--- src/rtl/vend_pkg.sv ---
// Shared types and constants for the vending credit controller.
// Contents:
//   vend_state_e - controller FSM states
//   N_COIN_DEF   - default (and maximum) number of coin types
//   COIN_VAL     - face value of each coin type, indexed by one-hot bit position
//   coin_value() - maps a one-hot coin vector to its face value
package vend_pkg;

  typedef enum logic [1:0] {IDLE, ACCUM, DISPENSE, CHANGE} vend_state_e;

  localparam int unsigned N_COIN_DEF = 3;
  localparam int unsigned COIN_VAL [N_COIN_DEF] = '{5, 10, 20};

  // OR of the values of the set bits; equals the coin value when the vector is one-hot.
  function automatic int unsigned coin_value(input logic [N_COIN_DEF-1:0] onehot);
    int unsigned val;
    val = 0;
    for (int unsigned i = 0; i < N_COIN_DEF; i++) begin
      if (onehot[i]) val = val | COIN_VAL[i];
    end
    return val;
  endfunction

endpackage

--- src/rtl/vend_credit_ctrl_if.sv ---
// Signal bundle between the credit controller and its surroundings.
// Signals:
//   coin         N_COIN one-hot coin-inserted pulse
//   price        WIDTH  product price
//   cancel       1      refund request (level)
//   change_ready 1      change hopper accepts change
//   credit       WIDTH  accumulated credit
//   dispense     1      one-cycle dispense pulse
//   change       WIDTH  change amount
//   change_valid 1      change offer
//   coin_reject  1      one-cycle coin reject pulse
//   busy         1      controller not idle
// Modports: master = coin acceptor / dispenser side, slave = controller.
interface vend_credit_ctrl_if #(
  parameter int unsigned WIDTH  = 8,
  parameter int unsigned N_COIN = vend_pkg::N_COIN_DEF
) ();

  logic [N_COIN-1:0] coin;
  logic [WIDTH-1:0]  price;
  logic              cancel;
  logic              change_ready;
  logic [WIDTH-1:0]  credit;
  logic              dispense;
  logic [WIDTH-1:0]  change;
  logic              change_valid;
  logic              coin_reject;
  logic              busy;

  modport master (
    output coin, price, cancel, change_ready,
    input  credit, dispense, change, change_valid, coin_reject, busy
  );

  modport slave (
    input  coin, price, cancel, change_ready,
    output credit, dispense, change, change_valid, coin_reject, busy
  );

endinterface

--- src/rtl/credit_compare.sv ---
// Unsigned magnitude comparator built from a single WIDTH+1 bit subtraction.
// Ports:
//   i_a, i_b  WIDTH operands
//   o_eq      i_a == i_b
//   o_lt      i_a <  i_b (borrow out of i_a - i_b)
module credit_compare #(
  parameter int unsigned WIDTH = 8
) (
  input  logic [WIDTH-1:0] i_a,
  input  logic [WIDTH-1:0] i_b,
  output logic             o_eq,
  output logic             o_lt
);

  logic [WIDTH:0] diff;

  assign diff = {1'b0, i_a} - {1'b0, i_b};
  assign o_lt = diff[WIDTH];
  assign o_eq = (diff[WIDTH-1:0] == '0);

endmodule

--- src/rtl/vend_credit_ctrl.sv ---
// Vending-machine credit controller: accumulates coins, dispenses once credit reaches the
// price latched at the first coin, then offers change over a valid/ready handshake.
// Ports:
//   i_clk    clock, rising edge
//   i_rst_n  asynchronous active-low reset
//   bus      vend_credit_ctrl_if slave modport (coin/price/cancel/change_ready in,
//            credit/dispense/change/change_valid/coin_reject/busy out)
module vend_credit_ctrl
  import vend_pkg::*;
#(
  parameter int unsigned WIDTH  = 8,
  parameter int unsigned N_COIN = N_COIN_DEF
) (
  input logic              i_clk,
  input logic              i_rst_n,
  vend_credit_ctrl_if.slave bus
);

  vend_state_e state_q, state_d;
  logic [WIDTH-1:0] credit_q, credit_d;
  logic [WIDTH-1:0] price_q, price_d;
  logic [WIDTH-1:0] change_q, change_d;
  logic             reject_q, reject_d;

  logic [N_COIN_DEF-1:0] coin_ext;
  logic [31:0]           coin_val;
  logic [WIDTH:0]        sum;
  logic                  overflow;
  logic                  coin_any;
  logic                  coin_ok;
  logic                  cmp_eq;
  logic                  cmp_lt;

  credit_compare #(
    .WIDTH (WIDTH)
  ) u_compare (
    .i_a  (credit_q),
    .i_b  (price_q),
    .o_eq (cmp_eq),
    .o_lt (cmp_lt)
  );

  // Accumulator: carry out of the WIDTH+1 bit sum flags overflow; a coin whose face value
  // does not fit in WIDTH bits is an overflow too.
  always_comb begin
    coin_ext             = '0;
    coin_ext[N_COIN-1:0] = bus.coin;
    coin_val             = coin_value(coin_ext);
    sum                  = {1'b0, credit_q} + {1'b0, coin_val[WIDTH-1:0]};
    overflow             = sum[WIDTH] | ((coin_val >> WIDTH) != '0);
    coin_any             = |bus.coin;
    coin_ok              = $onehot(bus.coin) && !overflow;
  end

  always_comb begin
    state_d  = state_q;
    credit_d = credit_q;
    price_d  = price_q;
    change_d = change_q;
    reject_d = 1'b0;
    unique case (state_q)
      IDLE: begin
        if (coin_ok) begin
          credit_d = sum[WIDTH-1:0];
          price_d  = bus.price;
          state_d  = ACCUM;
        end else begin
          reject_d = coin_any;
        end
      end
      ACCUM: begin
        if (!cmp_lt) begin
          state_d  = DISPENSE;
          reject_d = coin_any;
        end else if (bus.cancel) begin
          change_d = credit_q;
          credit_d = '0;
          state_d  = CHANGE;
          reject_d = coin_any;
        end else if (coin_ok) begin
          credit_d = sum[WIDTH-1:0];
        end else begin
          reject_d = coin_any;
        end
      end
      DISPENSE: begin
        change_d = credit_q - price_q;
        credit_d = '0;
        state_d  = cmp_eq ? IDLE : CHANGE;
        reject_d = coin_any;
      end
      CHANGE: begin
        reject_d = coin_any;
        if (bus.change_ready) begin
          change_d = '0;
          state_d  = IDLE;
        end
      end
      default: state_d = IDLE;
    endcase
  end

  always_ff @(posedge i_clk or negedge i_rst_n) begin
    if (!i_rst_n) begin
      state_q  <= IDLE;
      credit_q <= '0;
      price_q  <= '0;
      change_q <= '0;
      reject_q <= 1'b0;
    end else begin
      state_q  <= state_d;
      credit_q <= credit_d;
      price_q  <= price_d;
      change_q <= change_d;
      reject_q <= reject_d;
    end
  end

  assign bus.credit       = credit_q;
  assign bus.change       = change_q;
  assign bus.coin_reject  = reject_q;
  assign bus.dispense     = (state_q == DISPENSE);
  assign bus.change_valid = (state_q == CHANGE);
  assign bus.busy         = (state_q != IDLE);

endmodule

--- src/flat_wrapper.sv ---
// flat-port wrapper written by rule: the top's interface ports become plain ports
module vend_credit_ctrl_flat import vend_pkg::*;
#(
  parameter int unsigned WIDTH  = 8,
  parameter int unsigned N_COIN = N_COIN_DEF
)
  (i_clk, i_rst_n, bus_coin, bus_price, bus_cancel, bus_change_ready, bus_credit, bus_dispense, bus_change, bus_change_valid, bus_coin_reject, bus_busy);
  vend_credit_ctrl_if #(.WIDTH(WIDTH), .N_COIN(N_COIN)) bus_i ();
  input logic i_clk;
  input logic i_rst_n;
  input wire logic [$bits(bus_i.coin)-1:0] bus_coin;
  input wire logic [$bits(bus_i.price)-1:0] bus_price;
  input wire logic [$bits(bus_i.cancel)-1:0] bus_cancel;
  input wire logic [$bits(bus_i.change_ready)-1:0] bus_change_ready;
  output wire logic [$bits(bus_i.credit)-1:0] bus_credit;
  output wire logic [$bits(bus_i.dispense)-1:0] bus_dispense;
  output wire logic [$bits(bus_i.change)-1:0] bus_change;
  output wire logic [$bits(bus_i.change_valid)-1:0] bus_change_valid;
  output wire logic [$bits(bus_i.coin_reject)-1:0] bus_coin_reject;
  output wire logic [$bits(bus_i.busy)-1:0] bus_busy;
  assign bus_i.coin = bus_coin;
  assign bus_i.price = bus_price;
  assign bus_i.cancel = bus_cancel;
  assign bus_i.change_ready = bus_change_ready;
  assign bus_credit = bus_i.credit;
  assign bus_dispense = bus_i.dispense;
  assign bus_change = bus_i.change;
  assign bus_change_valid = bus_i.change_valid;
  assign bus_coin_reject = bus_i.coin_reject;
  assign bus_busy = bus_i.busy;
  vend_credit_ctrl #(.WIDTH(WIDTH), .N_COIN(N_COIN)) u_core (.i_clk(i_clk), .i_rst_n(i_rst_n), .bus(bus_i));
endmodule
--- config.mk ---
export PLATFORM = sky130hd
export DESIGN_NAME = vend_credit_ctrl_flat
export DESIGN_NICKNAME = d
export VERILOG_FILES = /design/src/rtl/vend_pkg.sv /design/src/rtl/vend_credit_ctrl_if.sv /design/src/rtl/credit_compare.sv /design/src/rtl/vend_credit_ctrl.sv /design/src/flat_wrapper.sv
export SDC_FILE = /design/constraint.sdc
export NUM_CORES = 1
export LEC_CHECK = 0
export CAP_MARGIN = 20
export CORE_ASPECT_RATIO = 0.9
export CORE_UTILIZATION = 53
export DETAILED_ROUTE_END_ITERATION = 12
export GPL_ROUTABILITY_DRIVEN = 0
export GPL_TIMING_DRIVEN = 0
export MAX_ROUTING_LAYER = met4
export PLACE_DENSITY = 0.8
export SYNTH_ARGS = -nofsm -noshare
export SYNTH_HDL_FRONTEND = slang
export SYNTH_SLANG_ARGS = --single-unit
--- constraint.sdc ---
create_clock -name i_clk -period 3.7 [get_ports i_clk]
set_input_delay 0.555 -clock i_clk [delete_from_list [all_inputs] [get_ports i_clk]]
set_output_delay 0.555 -clock i_clk [all_outputs]
set_load 0.005 [all_outputs]
==> Yosys cells after proc, flatten, opt, wreduce, memory -nomap -nowiden <==
Cells that the tools add are included.
{ "word_totals": {"ff_bits": 27, "out_inout_bits": 20, "wordCells": 55} }
{ "classes": {"add_sub_neg": 5, "n_eq_ne": 9, "n_mux": 21, "bitwise_logic": 1, "reduce_logical": 14} }
{ "op_table": {"columns": ["operator", "count"], "rows": [
  ["2-to-1 mux 8 bit", 6],
  ["one-hot mux 8 bit (3 select lines)", 2],
  ["nonzero test 32 bit, first input constant", 1],
  ["2-to-1 mux 2 bit", 5],
  ["adder 8 x 8 -> 9 bit", 1],
  ["subtractor 8 x 8 -> 9 bit", 1],
  ["logical NOT 8 bit", 1],
  ["one-hot mux 2 bit (4 select lines)", 1],
  ["subtractor 8 bit", 1],
  ["!= test 2 bit, second input constant", 3],
  ["nonzero test 3 bit", 2],
  ["2-to-1 mux 5 bit", 1],
  ["== test 2 x 1 -> 1 bit, second input constant", 2],
  ["== test 2 bit, second input constant", 2],
  ["2-to-1 mux 4 bit", 1],
  ["AND reduction 2 bit", 2],
  ["AND reduction 4 bit", 1],
  ["2-to-1 mux 1 bit", 3],
  ["2-to-1 mux 3 bit", 1],
  ["!= test 3 bit, second input constant", 1],
  ["one-hot mux 1 bit (3 select lines)", 1],
  ["AND reduction 3 bit", 1],
  ["OR reduction 3 bit", 1],
  ["adder 1 x 1 -> 2 bit", 1],
  ["8 further kinds", 8]
]} }

==> Longest topological paths before layout <==
Gate-level depths: netlist (run 1).
{ "logic_depth": {"word_depth": 11, "depth_mapped": 12, "depth_no_buf": 10} }

==> Hierarchy <==
Synthesis (run 1) repeated with hierarchy kept, for this count alone.
{ "unflattened": {"hier_cells": 245, "area_unflattened_um2": 2263.4} }
{ "modules_own_cells": {"columns": ["module", "instances", "cells_per_inst", "area_per_inst_um2"], "rows": [
  ["vend_credit_ctrl", 1, 198, 1893.1],
  ["credit_compare", 1, 47, 370.4]
]} }

==> Worst setup path after synthesis (run 1) <==
OpenSTA, ideal clock, no wires.
{ "synth_path": {"path_type": "input to register", "startpoint": "in bus_coin[0]", "endpoint": "reg u_core.price_q[0]", "t_arrival_ns": 2.555, "path_slack_ns": 1.020, "path_stages": 10, "path_buffers": 1, "path_cell_list": "inv_1 ha_1 inv_1 ha_1 a211oi_1 o21bai_1 a41o_1 or2_2 clkbuf_1 mux2_2"} }
{ "synth_via": {"elab_chain_cells": 8, "word_cells_on_any_way": 11, "cone_classes": "3 x add/sub; 1 x eq/ne; 3 x mux; 1 x bitwise; 3 x reduce/logical"} }
{ "synth_rtl": {"columns": ["element", "line", "rtl"], "rows": [
  ["start: declaration", "flat_wrapper.sv:11", "input wire logic [$bits(bus_i.coin)-1:0] bus_coin;"],
  ["2-to-1 mux 3 bit", "vend_pkg.sv:19", "if (onehot[i]) val = val | COIN_VAL[i];"],
  ["2-to-1 mux 4 bit", "vend_pkg.sv:19", null],
  ["2-to-1 mux 5 bit", "vend_pkg.sv:19", null],
  ["adder 8 x 8 -> 9 bit", "vend_credit_ctrl.sv:49", "sum = {1'b0, credit_q} + {1'b0, coin_val[WIDTH-1:0]};"],
  ["OR 1 bit", "vend_credit_ctrl.sv:50", "overflow = sum[WIDTH] | ((coin_val >> WIDTH) != '0);"],
  ["logical NOT 1 bit", "vend_credit_ctrl.sv:52", "coin_ok = $onehot(bus.coin) && !overflow;"],
  ["logical AND 1 bit *", "vend_credit_ctrl.sv:52", null],
  ["AND reduction 2 bit (no line) *", null, null],
  ["end signal: assignment", "vend_credit_ctrl.sv:113", "price_q <= price_d;"],
  ["end: declaration", "vend_credit_ctrl.sv:21", "logic [WIDTH-1:0] price_q, price_d;"]
]} }
Mark *: on every way between the ends. The rest lies on a longest branch, timed or not.
A chain may end at the register's enable or synchronous reset.

==> Final worst setup path (run 1) <==
Ends and elaborated chain as after synthesis.

==> flow_summary.ini, run 1 <==
[timing]
finalSetupViolations = 0
fin_skew_ns = 0.003154
setup_tns_ns = 0
relSlewSlack_pct = 49.16
fin_crit_sh_pct = 85.46
fin_crit_ns = 3.162
max_freq_mhz = 316.3
rsz0062_at_grt = false
finalHoldViolCount = 0
slew_violations = 0
tightest_slew_ns = 0.7602

[clocking]
postCtsSetupRepairBufs = 0
cts_tree = done
hold_buffers = 0
clk_latency_ns = 0.27
numCtsBuffers = 3
cts_root_buf = clkbuf_8
clock-sinks = 27
path_clk_slew_ns = 0.09
ctsResizeCount = 0
htree_levels = 1
cts_buffer_depth = 2

[power_and_ir_drop]
p_leak_nw = 1.122
p_total_mw = 2.030
power_density_nw_per_um2 = 845.5
vdd_ir_drop_max_v = 0.0005392

[synthesis]
synth_top_cells_by_area = dfrtp_1 35%, ha_1 13%, mux2_2 4.6%
syn_area_um2 = 1946
synth_edf_count = 0
synth_seq_cells = 27
yosysTopAreaCell = dfrtp_1
synth_fp_nets = 239
synthArstFlopShare_pct = 100.0
avgSynthCellArea_um2 = 9.680
ys_seq_area_share_pct = 34.73
synthDistinctLibCells = 47
yosys.area.top_type_share_pct = 34.73
dominantRegCellSynth = dfrtp_1
ys_warn_count = 0
syn_inst = 201

[layout]
fillCellCount = 297
nNetsFinal = 279
area_delta_synth_final_pct = 23.41
diodes = 0
drive_above_1_share_pct = 8.750

[routing]
drc = 0
via_per_inst = 5.697
wirelength_mm = 4.240
first_iter_violations = 54
vias = 1618
routedWlPerCell_um = 14.93
drt_first_pass_iters = 4
detail-route-antenna-nets = 0

[worst_setup_path]
rrSetupSlack_ns = 0.76
r2r_cells = 12
worst_setup_path_end_kind = flip-flop
crit_fanout = 8
r2r_start = u_core.bus.credit[0]
worst_ep_required_time_ns = 3.86
cp-startpoint = bus_coin[0]
arrival_ns = 3.33
setup.worst_path.end = u_core.price_q[0]
cp-start-kind = input port
worst-setup-path-type = input port to flip-flop
r2r-end = u_core.bus.change[1]

[grt]
grt_pass1_vias = 1579
globalRouteOverflowTotal = 0
grt_max_degree = 17
grt_use_total_pct = 24.98
antenna_found_initial = 0
grt_pass1_wl_mm = 7.058

[min_path]
hold_depth = 2
hold_path_class = flip-flop to flip-flop

[placement]
port_buffers = 34
hpwlAfterDp_mm = 3.372

[die]
rows = 20
ios = 35
core-area_um2 = 3453
die_x_um = 65.87
start_util_pct = 56.34
fp.dieArea_um2 = 3918
die_height_um = 59.48

[outcome]
status = completed

[run]
cap_violations = 0
per-layer routing:
metal  routed length, um  vias to the layer above  track usage [%]
li1                    -                      801                -
met1                2004                      761            32.15
met2                1965                       44            39.65
met3                 170                       12            4.231
met4                  99                        0            9.006
met5                   0                        -                -
synthesized netlist by cell type, types with 3 or more instances:
master,instances
ha_1,20
nand2_1,15
inv_1,20
dfrtp_1,27
xor2_1,6
o21ai_1,5
a22oi_1,5
xnor2_1,3
mux2_2,8
a21o_1,5
a211oi_1,4
a21oi_1,14
nand3_1,6
nor2_1,12
nand2b_1,3
fa_1,3
o21ai_0,4
or3_1,3
cells by family after synthesis:
logic type	count (synthesis)	share of synthesized area (%)
AND/OR/NAND/NOR	51	13.18
buffers and inverters	24	5.080
XOR/XNOR	9	4.052
flip-flops	27	34.73
adder cells (fa/ha/maj)	23	15.95
AO/OA/AOI/OAI	57	21.35
multiplexers	10	5.659
worst max-delay path: stages:
cell	delay, ns
clkdlybuf4s50_1	0.45
inv_1	0.14
ha_1	0.17
inv_1	0.04
ha_1	0.34
a211oi_1	0.33
o21bai_1	0.15
a41o_1	0.28
or2_2	0.28
clkbuf_1	0.25
mux2_2	0.34
state kept, by name (all words and copies together), names as in the netlist:
name,count
u_core.state_q,2
u_core.bus.coin_reject,1
u_core.price_q,8
u_core.bus.change,8
u_core.bus.credit,8
cell usage in the layout, fill, tap and decap left out, drive strengths merged, types with 2 or more instances in the layout:
| cell | synthesis | final |
|---|---|---|
| a22oi | 5 | 5 |
| nand3 | 6 | 6 |
| xnor2 | 3 | 3 |
| nor2 | 12 | 12 |
| a221oi | 2 | 2 |
| dfrtp | 27 | 27 |
| mux2 | 8 | 8 |
| nor2b | 2 | 2 |
| clkbuf | 2 | 6 |
| or3 | 3 | 3 |
| a211oi | 5 | 5 |
| a21o | 5 | 5 |
| o21bai | 2 | 2 |
| a31oi | 2 | 2 |
| a21oi | 15 | 15 |
| and3 | 2 | 2 |
| xor2 | 6 | 6 |
| inv | 20 | 20 |
| nand2b | 3 | 3 |
| o41ai | 3 | 3 |
| ha | 20 | 20 |
| clkdlybuf4s50 | 0 | 34 |
| fa | 3 | 3 |
| nand2 | 15 | 15 |
| o21ai | 11 | 11 |
| mux2i | 2 | 2 |
| buf | 2 | 3 |
| nor3b | 2 | 2 |
power by group:
group | switching, mW | leakage (nW) | internal [mW]
Combinational | 0.713 | 0.757 | 0.627
Clock | 0.0925 | 0.0228 | 0.0773
Sequential | 0.106 | 0.343 | 0.414
Total | 0.911 | 1.12 | 1.12
metrics by stage:
step / util, % / setup slack [ns] / instances / cell area, um2 / hold WS [ns]
floorplan: - / 1.020 / 201 / 1946 / 0.2594
global placement: 67.79 / 0.2590 / 279 / 2341 / 0.4643
detailed placement: 68.22 / 0.2755 / 280 / 2356 / 0.4792
CTS: 69.53 / 0.5412 / 284 / 2401 / 0.4988
global route: 69.53 / 0.2973 / 284 / 2401 / 0.5202
finish: 69.53 / 0.5381 / 284 / 2401 / 0.4931
final cells by class:
class | count | area (um2) | area share, %
clock buffers | 4 | 45.04 | 1.876
flip-flops and latches | 27 | 675.6 | 28.14
plain buffers | 4 | 23.77 | 0.9901
well taps | 44 | 55.05 | 2.293
inverters | 20 | 75.07 | 3.127
repair buffers | 35 | 355.3 | 14.80
multi-input cells | 150 | 1171 | 48.78
how the worst min path moves through the flow:
stage / start / endpoint / slack [ns]
6_report: u_core.bus.change[0] / u_core.bus.change[0] / 0.49
2_1_floorplan: i_rst_n / u_core.bus.change[0] / 0.26
4_1_cts: u_core.bus.change[0] / u_core.bus.change[0] / 0.50
3_3_place_gp: u_core.bus.change[1] / u_core.bus.change[1] / 0.46
3_5_place_dp: u_core.bus.change[2] / u_core.bus.change[2] / 0.48
5_1_grt: u_core.bus.change[2] / u_core.bus.change[2] / 0.52
No activity file was read; power rests on OpenSTA's default activity.
==> run 2: changes to the inputs <==
--- a/config.mk
+++ b/config.mk
@@ -13,6 +13,7 @@
 export GPL_TIMING_DRIVEN = 0
 export MAX_ROUTING_LAYER = met4
 export PLACE_DENSITY = 0.8
+export RECOVER_POWER = 100
 export SYNTH_ARGS = -nofsm -noshare
 export SYNTH_HDL_FRONTEND = slang
 export SYNTH_SLANG_ARGS = --single-unit
==> run 2 against run 1 <==
Compared with the run above: clock power is essentially flat; critical endpoint unchanged; register-to-register slack got worse by 0.20 ns; sequential power about the same; flip-flop and latch count stayed put.
==> flow_summary.ini, run 2 (same netlist as run 1, synthesis figures left out) <==
[outcome]
status = completed

[timing]
fin_crit_sh_pct = 88.85
rsz0062_at_grt = false
max_freq_mhz = 304.2
fin_hold_ws_ns = 0.4893
tightest_slew_ns = 0.7196
setup_tns_ns = 0
finalSetupViolations = 0
finalHoldViolCount = 0
relSlewSlack_pct = 51.87
fin_crit_ns = 3.288
slew_violations = 0
fin_skew_ns = 0.004381

[worst_setup_path]
arrival_ns = 3.45
worst-setup-path-type = input port to flip-flop
worst_setup_path_end_kind = flip-flop
crit_fanout = 8
worst_ep_required_time_ns = 3.86
max_stage_delay_ns = 0.57
rrSetupSlack_ns = 0.56
crit_family = buffers and inverters
crit_path_cell_trace = dlygate4sd3_1 -> inv_1 -> ha_1 -> inv_1 -> ha_1 -> a211oi_1 -> o21bai_1 -> a41o_1 -> or2_2 -> clkbuf_1 -> mux2_2
crit_slowest_cell = dlygate4sd3_1
cp-start-kind = input port
crit_buf_inv = 4

[clocking]
htree_levels = 1
cts_root_buf = clkbuf_8
cts_tree = done
hold_buffers = 0
numCtsBuffers = 3
postCtsSetupRepairBufs = 0
clock-sinks = 27
clk_latency_ns = 0.27
path_clk_slew_ns = 0.09
ctsResizeCount = 0
cts_buffer_depth = 2

[die]
rows = 20
die_height_um = 59.48
fp.dieArea_um2 = 3918
start_util_pct = 56.34
core-area_um2 = 3453
die_x_um = 65.87
ios = 35

[run]
cap_violations = 0

[power_and_ir_drop]
p_total_mw = 1.949
p_leak_nw = 1.146
power_density_nw_per_um2 = 822.7
vdd_ir_drop_max_v = 0.0005343

[routing]
top_layer = met4
routed-wl-met2_mm = 1.927
drc = 0
routedWlPerCell_um = 14.78
met3_length_um = 187
via_per_inst = 5.683
wirelength_mm = 4.198
drt_first_pass_iters = 4
detail-route-antenna-nets = 0
met1Wirelength_mm = 1.983
first_iter_violations = 62
vias = 1614

[grt]
grt_pass1_vias = 1579
grt_pass1_wl_mm = 7.058
grt_use_total_pct = 24.98
grt_max_degree = 17
antenna_found_initial = 0
globalRouteOverflowTotal = 0

[placement]
port_buffers = 34
hpwlAfterDp_mm = 3.372
placed_area_um2 = 2356

[layout]
stdcell_area_um2 = 2369
diodes = 0
final_cell_mix = 27 x dfrtp_1, 22 x dlygate4sd3_1, 20 x inv_1, 20 x ha_1, 15 x nand2_1
final_common_cell = dfrtp_1
nNetsFinal = 279
drive_above_1_share_pct = 6.250
area_delta_synth_final_pct = 21.74

[min_path]
hold_path_class = flip-flop to flip-flop
run 2: cell count changes in the layout (fill, tap and decap cells not counted), sizes merged:
| cell | delta |
|---|---|
| buf | -3 |
| clkbuf | +3 |
| clkdlybuf4s50 | -22 |
| dlygate4sd3 | +22 |
run 2: tightest hold or removal path: stages (launching register included):
cell     delay, ns
dfrtp_1       0.35
nand2_1       0.05
o21ai_0       0.06
run 2: where the power goes:
part / switching (mW) / internal, mW / total, mW
Clock: 0.0914 / 0.0772 / 0.169
Combinational: 0.691 / 0.572 / 1.26
Sequential: 0.102 / 0.414 / 0.517
run 2: path summary, 6_finish.rpt:
path / endpoint / cells after the start / from
max: u_core.price_q[0] / 11 / bus_coin[0]
min reg2reg: u_core.bus.change[4] / 2 / u_core.bus.change[4]
max reg2reg: u_core.bus.change[1] / 12 / u_core.bus.credit[0]
max in group asynchronous: u_core.bus.change[3] / 2 / i_rst_n
min in group asynchronous: u_core.bus.credit[7] / 1 / i_rst_n
min: u_core.bus.change[4] / 2 / u_core.bus.change[4]
run 2: per-stage QoR:
step	setup slack (ns)	utilization (%)	cells
floorplan	1.020	-	201
global placement	0.2590	67.79	279
detailed placement	0.2755	68.22	280
CTS	0.5412	69.53	284
global route	0.1745	68.59	284
finish	0.4125	68.59	284
run 2: layout make-up:
cell class | count | area, um2
plain buffers | 4 | 15.01
clock buffers | 4 | 45.04
fillers | 304 | 1085
inverters | 20 | 75.07
multi-input cells | 150 | 1159
flip-flops and latches | 27 | 675.6
well taps | 44 | 55.05
repair buffers | 35 | 344.1
run 2: per-layer routing:
metal	global-route usage, %	up-vias
li1	-	803
met1	32.15	753
met2	39.65	46
met3	4.231	12
met4	9.006	0
met5	-	-
==> run 3: changes to the inputs <==
--- a/config.mk
+++ b/config.mk
@@ -14,6 +14,7 @@
 export MAX_ROUTING_LAYER = met4
 export PLACE_DENSITY = 0.8
 export RECOVER_POWER = 100
+export SLEW_MARGIN = 20
 export SYNTH_ARGS = -nofsm -noshare
 export SYNTH_HDL_FRONTEND = slang
 export SYNTH_SLANG_ARGS = --single-unit
==> run 3 against run 2 <==
Compared with the run above: worst hold slack worse by 0.0051 ns; setup slack worse by 0.026 ns; non-clock buffer count shrank 1; critical path type unchanged; register-to-register slack better by 0.03 ns; largest cell class unchanged.
==> flow_summary.ini, run 3 (same netlist as run 1, synthesis figures left out) <==
[outcome]
status = completed

[layout]
drive_above_1_share_pct = 6.276
instances_no_fill = 283
final_common_cell = dfrtp_1
final_cell_mix = 27 x dfrtp_1, 21 x dlygate4sd3_1, 20 x inv_1, 20 x ha_1, 15 x nand2_1
stdcell_area_um2 = 2359
diodes = 0
nNetsFinal = 278
area_delta_synth_final_pct = 21.22

[routing]
top_layer = met4
drt_first_pass_iters = 4
via_per_inst = 5.763
first_iter_violations = 74
vias = 1631
met1Wirelength_mm = 2.040
routedWlPerCell_um = 14.79
drc = 0
routed-wl-met2_mm = 1.862
met3_length_um = 190
detail-route-antenna-nets = 0
wirelength_mm = 4.186

[placement]
hpwlAfterDp_mm = 3.258
placed_area_um2 = 2336
dp.cells = 279
port_buffers = 34
place_ws_ns = 0.2655

[timing]
tightest_slew_ns = 1.456
max_freq_mhz = 301.8
fin_crit_sh_pct = 89.56
slew_violations = 0
fin_skew_ns = 0.003244
finalWorstSetupSlack_ns = 0.3863
finalSetupViolations = 0
fin_hold_ws_ns = 0.4842
rsz0062_at_grt = false
fin_crit_ns = 3.314
relSlewSlack_pct = 2.912
finalHoldViolCount = 0
setup_tns_ns = 0

[worst_setup_path]
cp-startpoint = bus_coin[0]
r2r_start = u_core.bus.credit[0]
crit_fanout = 8
worst_ep_required_time_ns = 3.87
arrival_ns = 3.48
worst_setup_path_end_kind = flip-flop
cp-start-kind = input port
worst-setup-path-type = input port to flip-flop
crit_slowest_cell = dlygate4sd3_1
max_stage_delay_ns = 0.57
crit_path_cell_trace = dlygate4sd3_1 -> inv_1 -> ha_1 -> inv_1 -> ha_1 -> a211oi_1 -> o21bai_1 -> a41o_1 -> or2_2 -> clkbuf_1 -> mux2_2

[grt]
grt_max_degree = 28
globalRouteOverflowTotal = 0
grt_pass1_wl_mm = 6.989
antenna_found_initial = 0
grt_use_total_pct = 24.70
grt_pass1_vias = 1546

[clocking]
htree_levels = 1
ctsResizeCount = 0
path_clk_slew_ns = 0.09
cts_tree = done
clock-sinks = 27
clk_latency_ns = 0.27
numCtsBuffers = 3
hold_buffers = 0
cts_root_buf = clkbuf_8
cts_buffer_depth = 2
postCtsSetupRepairBufs = 0

[power_and_ir_drop]
p_leak_nw = 1.142
vdd_ir_drop_max_v = 0.0005333
power_density_nw_per_um2 = 824.3

[min_path]
hold_path_class = flip-flop to flip-flop
hp-start = u_core.bus.change[2]

[die]
start_util_pct = 56.34
rows = 20
die_height_um = 59.48
ios = 35
fp.dieArea_um2 = 3918
die_x_um = 65.87
core-area_um2 = 3453

[run]
cap_violations = 0
-- run 3: changes by cell type in the layout (fill, tap and decap cells not counted), sizes merged --
cell | before | now
dlygate4sd3 | 22 | 21
-- run 3: layout make-up --
class                      instances  area (um2)
buffer                             4       15.01
inverter                          20       75.07
fill                             312        1095
clock buffer                       4       45.04
tap                               44       55.05
timing repair buffer              34       334.1
sequential                        27       675.6
multi-input combinational        150        1159
-- run 3: metal layers --
| metal | global-route usage [%] | vias to the layer above |
|---|---|---|
| met3 | 4.423 | 13 |
| met1 | 32.80 | 773 |
| met5 | - | - |
| met2 | 37.32 | 47 |
| li1 | - | 798 |
| met4 | 9.938 | 0 |
-- run 3: through the flow --
| step | power, mW | utilization, % |
|---|---|---|
| detailed placement | 1.842 | 67.64 |
| global placement | 1.805 | 67.79 |
| CTS | 2.020 | 68.95 |
| finish | 1.944 | 68.30 |
| global route | 2.141 | 68.30 |
| floorplan | 1.452 | - |
-- run 3: report_power, final --
part | internal, mW | switching (mW)
logic | 0.569 | 0.688
clock network | 0.0773 | 0.0921
registers | 0.414 | 0.103
total | 1.06 | 0.884
-- run 3: final timing paths --
path	slack, ns	cells after the start	to
min	0.48	2	u_core.bus.change[2]
max reg2reg	0.59	12	u_core.bus.change[1]
max in group asynchronous	2.24	1	u_core.bus.change[0]
min in group asynchronous	0.61	1	u_core.bus.coin_reject
min reg2reg	0.48	2	u_core.bus.change[2]
max	0.39	11	u_core.price_q[7]
-- run 3: worst max-delay path: cells and delay by family --
| kind | cells | cell delay, ns |
|---|---|---|
| muxes | 1 | 0.34 |
| buffers and inverters | 4 | 1.02 |
| and+or+nand+nor | 1 | 0.28 |
| AOI/OAI and AO/OA | 3 | 0.78 |
| adders and majority gates | 2 | 0.50 |
